$ cat config.mk
export PLATFORM = sky130hd
export DESIGN_NAME = pe_rr_arbiter
export DESIGN_NICKNAME = d
export VERILOG_FILES = /design/src/rtl/pe_rr_arbiter.sv
export SDC_FILE = /design/constraint.sdc
export NUM_CORES = 1
export LEC_CHECK = 0
export ABC_AREA = 1
export CORE_ASPECT_RATIO = 1.4
export CORE_MARGIN = 4
export CORE_UTILIZATION = 42
export DETAILED_ROUTE_END_ITERATION = 12
export HOLD_SLACK_MARGIN = 0.05
export PLACE_DENSITY = 0.88
export SLEW_MARGIN = 10
export SYNTH_ARGS = -nofsm -noshare
export SYNTH_HDL_FRONTEND = slang
export SYNTH_SLANG_ARGS = --single-unit
$ cat constraint.sdc
create_clock -name clk -period 3.9 [get_ports clk]
set_clock_uncertainty 0.05 [all_clocks]
set_input_delay 0.585 -clock clk [delete_from_list [all_inputs] [get_ports clk]]
set_output_delay 0.585 -clock clk [all_outputs]
set_load 0.03 [all_outputs]
$ cat src/rtl/pe_rr_arbiter.sv
// Purpose : round-robin share of one NoC injection port among NUM_REQ PE streams.
// Latency : 1 cycle from the requester handshake to o_valid.
// Backpr. : full throughput; when holding a packet and i_ready=0, all o_ready=0 and the pointer freezes.
//
// Ports:
//   clk, rst     clock and synchronous active-high reset
//   i_data       NUM_REQ packed packets, requester k at [k*total_width +: total_width]
//   i_valid      per-requester valid
//   o_ready      per-requester ready, at most one bit high
//   o_data       packet {payload | pck_num | y | x} to the router, LSB first
//   o_valid      output register holds a packet
//   i_ready      router ready
//   o_grant      one-hot source of the held packet, 0 when empty
//   o_pkt_count  per-requester 16-bit accepted-packet counters
//                (present only when PE_RR_ARBITER_PKT_COUNT_EN is defined)
module pe_rr_arbiter #(
    parameter int total_width = 32,
    parameter int x_size      = 4,
    parameter int y_size      = 4,
    parameter int pck_num     = 8,
    parameter int NUM_REQ     = 4
) (
    input  logic                           clk,
    input  logic                           rst,
    input  logic [NUM_REQ*total_width-1:0] i_data,
    input  logic [NUM_REQ-1:0]             i_valid,
    output logic [NUM_REQ-1:0]             o_ready,
    output logic [total_width-1:0]         o_data,
    output logic                           o_valid,
    input  logic                           i_ready,
    output logic [NUM_REQ-1:0]             o_grant
`ifdef PE_RR_ARBITER_PKT_COUNT_EN
    ,
    output logic [NUM_REQ*16-1:0]          o_pkt_count
`endif
);

    localparam int PTR_W     = $clog2(NUM_REQ);
    localparam int PAYLOAD_W = total_width - pck_num - y_size - x_size;

    // Single-flit packet layout; carried through untouched.
    typedef struct packed {
        logic [PAYLOAD_W-1:0] payload;
        logic [pck_num-1:0]   num;
        logic [y_size-1:0]    y;
        logic [x_size-1:0]    x;
    } pkt_t;

    typedef enum logic {
        EMPTY = 1'b0,
        FULL  = 1'b1
    } state_t;

    state_t               state_q, state_d;
    pkt_t                 pkt_q, pkt_d;
    logic [NUM_REQ-1:0]   grant_q, grant_d;
    logic [PTR_W-1:0]     last_q, last_d;
    logic [PTR_W-1:0]     sel;
    logic                 any_vld;
    logic                 can_load;
    logic                 xfer;

    // Search starts just past the last granted requester and wraps, so the
    // most recently served requester has lowest priority.
    always_comb begin
        sel     = last_q;
        any_vld = 1'b0;
        for (int i = 1; i <= NUM_REQ; i++) begin
            if (!any_vld && i_valid[PTR_W'((int'(last_q) + i) % NUM_REQ)]) begin
                sel     = PTR_W'((int'(last_q) + i) % NUM_REQ);
                any_vld = 1'b1;
            end
        end
    end

    // A drain and a load may share a cycle, so a full register can still load.
    assign can_load = (state_q == EMPTY) | i_ready;
    // Reset gates the handshake so nothing is accepted in the reset cycle.
    assign xfer     = any_vld & can_load & ~rst;

    always_comb begin
        o_ready = '0;
        if (xfer) begin
            o_ready[sel] = 1'b1;
        end
    end

    always_comb begin
        state_d = state_q;
        pkt_d   = pkt_q;
        grant_d = grant_q;
        last_d  = last_q;
        if (xfer) begin
            state_d      = FULL;
            pkt_d        = pkt_t'(i_data[int'(sel)*total_width +: total_width]);
            grant_d      = '0;
            grant_d[sel] = 1'b1;
            last_d       = sel;
        end else if (state_q == FULL && i_ready) begin
            // Drained with nothing to reload; o_data keeps its last value.
            state_d = EMPTY;
            grant_d = '0;
        end
    end

    always_ff @(posedge clk) begin
        if (rst) begin
            state_q <= EMPTY;
            pkt_q   <= '0;
            grant_q <= '0;
            last_q  <= PTR_W'(NUM_REQ - 1);
        end else begin
            state_q <= state_d;
            pkt_q   <= pkt_d;
            grant_q <= grant_d;
            last_q  <= last_d;
        end
    end

    assign o_valid = (state_q == FULL);
    assign o_data  = pkt_q;
    assign o_grant = grant_q;

`ifdef PE_RR_ARBITER_PKT_COUNT_EN
    logic [15:0] pkt_cnt_q [NUM_REQ];

    // Free-running counters; wrap naturally at 16 bits.
    always_ff @(posedge clk) begin
        if (rst) begin
            for (int k = 0; k < NUM_REQ; k++) begin
                pkt_cnt_q[k] <= '0;
            end
        end else if (xfer) begin
            pkt_cnt_q[sel] <= pkt_cnt_q[sel] + 16'd1;
        end
    end

    for (genvar g = 0; g < NUM_REQ; g++) begin : g_cnt_out
        assign o_pkt_count[g*16 +: 16] = pkt_cnt_q[g];
    end
`endif

endmodule

== Word level (Yosys, flattened, before mapping) ==
Index checks and enable logic that the tools add are counted.
Storage, ports and cells
  register bits after elaboration: 39
  bits in latches: 0
  RAM bits: 0
  bits in read-only memories: 0
  input bits: 135
  output and inout port bits: 41
  logic and storage cells: 59
  memories: 0
Cells by class
  $add $sub $neg: 4
  multipliers: 0
  divide/modulo/power cells: 0
  $lt $le $gt $ge: 6
  equal/unequal tests: 0
  shift operators: 1
  multiplexer cells: 27
  bitwise operators: 5
  reductions and logical operators: 9
Operators with widths (number)
  variable part select 128 x 8 -> 32 bit: 1
  less-than comparator 2 x 4 -> 1 bit, second input constant: 4
  two-way mux 1 bit: 15
  two-way mux 4 bit: 3
  binary-select mux 1 bit (select 2 bit): 4
  two-way mux 2 bit: 4
  logical AND 1 bit: 5
  adder 2 x 1 -> 2 bit, second input constant: 2
  adder 2 bit, second input constant: 2
  zero test 1 bit: 3
  less-than comparator 2 x 3 -> 1 bit, second input constant: 1
  AND 1 bit: 2
  demux 1 bit (select 2 bit): 1
  >= comparator 2 x 1 -> 1 bit, second input constant: 1
  inverter 1 bit: 2
  nonzero test 2 bit: 1
  OR 1 bit: 1

== Depth between registers and ports, before layout ==
  word-level depth: 19
  mapped depth: 15
  mapped depth without buffers: 13

== Worst setup path before layout ==
OpenSTA, ideal clock, no wires.
  kind: input-to-output
  start point: input port i_valid[3]
  end point: output port o_ready[1]
  arrival: 1685 ps
  data required time: 3265 ps
  path slack: 1580 ps
  cell stages on the path: 12
  path buffers: 1
  cells stage by stage: inv_1 > nand2_1 > nand2_1 > nand2_1 > nand2_2 > nand2_2 > nand2_2 > nand2_2 > nand2_4 > buf_4 > nand3_1 > inv_1
Between the ends
  cells in the longest elaborated chain, start to end: 18
  elaborated cells on any way between the ends: 34
  those cells by class: order compare: 2; mux: 23; bitwise: 2; reduce/logical: 7
RTL lines
  start: declaration: RTL line 26  | input logic [NUM_REQ-1:0] i_valid,
  binary-select mux 1 bit (select 2 bit): RTL line 69  | if (!any_vld && i_valid[PTR_W'((int'(last_q) + i) % NUM_REQ)]) begin
  two-way mux 1 bit (not written as such) (2 in a row): RTL line 69
  two-way mux 1 bit: RTL line 69
  zero test 1 bit: RTL line 69
  logical AND 1 bit: RTL line 69
  two-way mux 1 bit: RTL line 69
  zero test 1 bit: RTL line 69
  logical AND 1 bit: RTL line 69
  two-way mux 1 bit: RTL line 69
  zero test 1 bit: RTL line 69
  logical AND 1 bit: RTL line 69
  two-way mux 2 bit: RTL line 69
  less-than comparator 2 x 3 -> 1 bit (not written as such) / >= comparator 2 x 1 -> 1 bit (equally long branches): RTL line 84  | o_ready[sel] = 1'b1;
  logical AND 1 bit (not written as such): RTL line 84
  two-way mux 1 bit (not written as such): RTL line 84
  demux 1 bit (select 2 bit): RTL line 84
  two-way mux 4 bit *: RTL line 83  | if (xfer) begin
  end: declaration: RTL line 27  | output logic [NUM_REQ-1:0] o_ready,
Every way passes the cells marked *; elsewhere a longest branch is shown, timed or not. The select of a mux whose other input is x is not followed.

== Final worst setup path ==
  start point: input port i_valid[2]
  end point: output port o_ready[0]
The elaborated chain is that of the path after synthesis.

==> results.tsv <==
stage	metric	value	unit
floorplan	die_h	108.4	um
place	routabilityCongestion	0.8807	
worst_setup_path	worstSetupStartpointType	input pin	
timing	max_freq	308.6	MHz
floorplan	dieArea	8648	um^2
logic_synthesis	synth_largest_type_area_fraction	27.66	%
floorplan	coreArea	6982	um^2
timing	tightest_slew	0.6348	ns
logic_synthesis	synthesis.area	3027	um^2
timing	fin_crit_sh	83.09	%
logic_synthesis	syn_nets	681	
cells_and_area	layout-drive-gt1-share	6.108	%
route	wl_per_cell	13.70	um
power	ir_worst_vdd	0.7510	mV
worst_setup_path	ff2ff_path_depth	13	
clock_network	cts_root_buffer	clkbuf_8	
route	viasPerCell	4.972	
place	place_area	4733	um^2
cells_and_area	syn2layout_area_growth	59.16	%
floorplan	fp-row-count	36	
flow_run	maxCapViolations	0	
hold_path	hp-class	reg2reg	
place	dpl.hpwl	8.380	mm
hold_path	hold_start	o_data[31]$_SDFFE_PP0P_	
clock_network	htree_num_levels	2	
logic_synthesis	yosysUniqueCellTypes	19	
clock_network	cts_setup_buffers	0	
floorplan	start_util	43.35	%
logic_synthesis	synth_top_flop_cell	dfxtp_1	
logic_synthesis	ys_warn_count	0	
hold_path	min_path_cells	2	
worst_setup_path	required	3.26	ns
timing	period_needed	3.240	ns
logic_synthesis	synthTopCellsByCount	nand2_1 (223), nand3_1 (137), inv_1 (74)	
worst_setup_path	r2r-end	o_data[18]$_SDFFE_PP0P_	
clock_network	clkTransAtPathRegs	0.08	ns
floorplan	die_w	79.75	um
timing	drv_slew	0	
clock_network	holdBufCountCts	0	
worst_setup_path	critical_path_class	in2out	
clock_network	cts_tree	built	
worst_setup_path	cp.arrival	2.61	ns
logic_synthesis	synth-seq-cells	39	
worst_setup_path	critPathMaxFanout	35	
grt	antenna_found_initial	0	
logic_synthesis	syn_area_per_cell	5.543	um^2
route	first_pass_iters	4	
route	antenna_left	0	
clock_network	clk-insertion-delay-late	0.28	ns
logic_synthesis	syn-instance-count	546	
grt	overflow	0	
power	power.leakage	2.504	nW
power	pwr_density_cell	834.6	nW/um^2
logic_synthesis	yosysTopAreaCell	nand2_1	
floorplan	ioPinCount	176	
clock_network	cts_buffers	5	
grt	grt_pass1_vias	3735	
timing	fin_setup_tns	0	ns
cells_and_area	antenna_cells	0	
place	placed_cells	791	
timing	rsz0062_at_grt	false	
cells_and_area	stdcell_count	799	
logic_synthesis	synth_area_leaders	nand2_1 (28%), dfxtp_1 (26%), nand3_1 (23%)	
route	route.detailed.drc	0	
run_status	status	complete, no violations	
cells_and_area	num-fill-cells	639	
place	io_buffers	175	
logic_synthesis	yosysSeqAreaShare	25.80	%
clock_network	post_cts_resized	0	
timing	hold_viol	0	
hold_path	min_to	o_data[31]$_SDFFE_PP0P_	
cells_and_area	final_util	69.00	%
worst_setup_path	worst_setup_path_end_kind	primary output	
worst_setup_path	r2r_start	last_q[0]$_SDFFE_PP1P_	
grt	grt_max_degree	36	
clock_network	cts_sinks	39	
timing	finalSetupViolCount	0	
route	wirelength	10.95	mm
timing	maxSlewHeadroom	57.53	%
worst_setup_path	r2r_setup_slack	1.44	ns
cells_and_area	nets	838	
route	drtIter0Drc	172	
grt	grt_first_pass_wirelength	17.20	mm
cells_and_area	postLayoutCellArea	4817	um^2
route	vias	3973	
logic_synthesis	synth.most_common_cell	nand2_1	
logic_synthesis	synthArstFlopShare	0	%
grt	grt_usage	24.70	%
timing	fin_hold_ws	0.4014	ns
clock_network	clock_path_buffers	2	
logic_synthesis	synth-edff-count	0	
## worst max-delay path, cell delays in order
cell             delay, ns
clkdlybuf4s50_1       0.50
inv_1                 0.05
nand2_1               0.08
nand2_1               0.05
nand2_1               0.07
nand2_2               0.10
nand2_2               0.12
nand2_2               0.07
nand2_2               0.09
nand2_4               0.23
nor2_1                0.29
nand2_1               0.11
inv_1                 0.08
buf_4                 0.15
## worst max-delay path by stage
stage | start | endpoint | slack [ns]
CTS | i_valid[2] | o_ready[0] | 0.68
floorplan | i_valid[3] | o_ready[1] | 1.58
global placement | i_valid[2] | o_ready[0] | 0.81
finish | i_valid[2] | o_ready[0] | 0.66
detailed placement | i_valid[2] | o_ready[0] | 0.70
global route | i_valid[2] | o_ready[0] | 0.52
## registers in the layout, summed over array words and instances (netlist names)
name     cells
o_valid      1
o_data      32
last_q       2
o_grant      4
## layer usage
metal  global-route usage (%)  routed length [um]  up-vias
met5                        0                   0        -
met4                    10.27                 368        0
li1                         -                   -     1998
met2                    45.94                5810      172
met1                    26.60                3915     1777
met3                    5.250                 853       26
## layout by cell type, fill, tap and decap left out
cell type	n
a21oi_1	6
buf_4	11
clkbuf_8	5
clkdlybuf4s50_1	171
clkinv_2	3
dfxtp_1	39
inv_1	74
inv_2	5
inv_4	1
nand2_1	223
nand2_2	13
nand2_4	1
nand3_1	137
nand3_2	4
nand4_1	1
nor2_1	7
o21ai_0	1
o21bai_1	1
o22ai_1	1
## kinds of logic (layout without fill, tap and decap cells)
| group | count (synthesis) | after routing | share of synthesized area [%] |
|---|---|---|---|
| buf+inv | 112 | 270 | 16.83 |
| simple gates | 386 | 386 | 55.77 |
| compound gates | 9 | 9 | 1.612 |
| flops | 39 | 39 | 25.80 |
## cell type report
type                    count  area [um^2]  share of cell area [%]
multi-input cells         395         1737                   36.05
clock buffers               5        68.82                   1.429
flip-flops and latches     39        780.7                   16.21
inverters                  80        302.8                   6.286
clock inverters             3        15.01                  0.3117
well taps                  95        118.9                   2.468
repair buffers            182         1794                   37.25
## stage by stage
stage,setup slack [ns],total power [mW]
floorplan,1.580,2.983
global placement,0.8090,3.663
detailed placement,0.6974,3.755
CTS,0.6811,4.030
global route,0.5205,4.412
finish,0.6596,4.021
## where the power goes
group	switching (mW)	internal [mW]	total, mW
clock	0.139	0.123	0.261
sequential	0.0967	0.570	0.666
combinational	2.03	1.06	3.09
(Power assumes the default switching activity.)
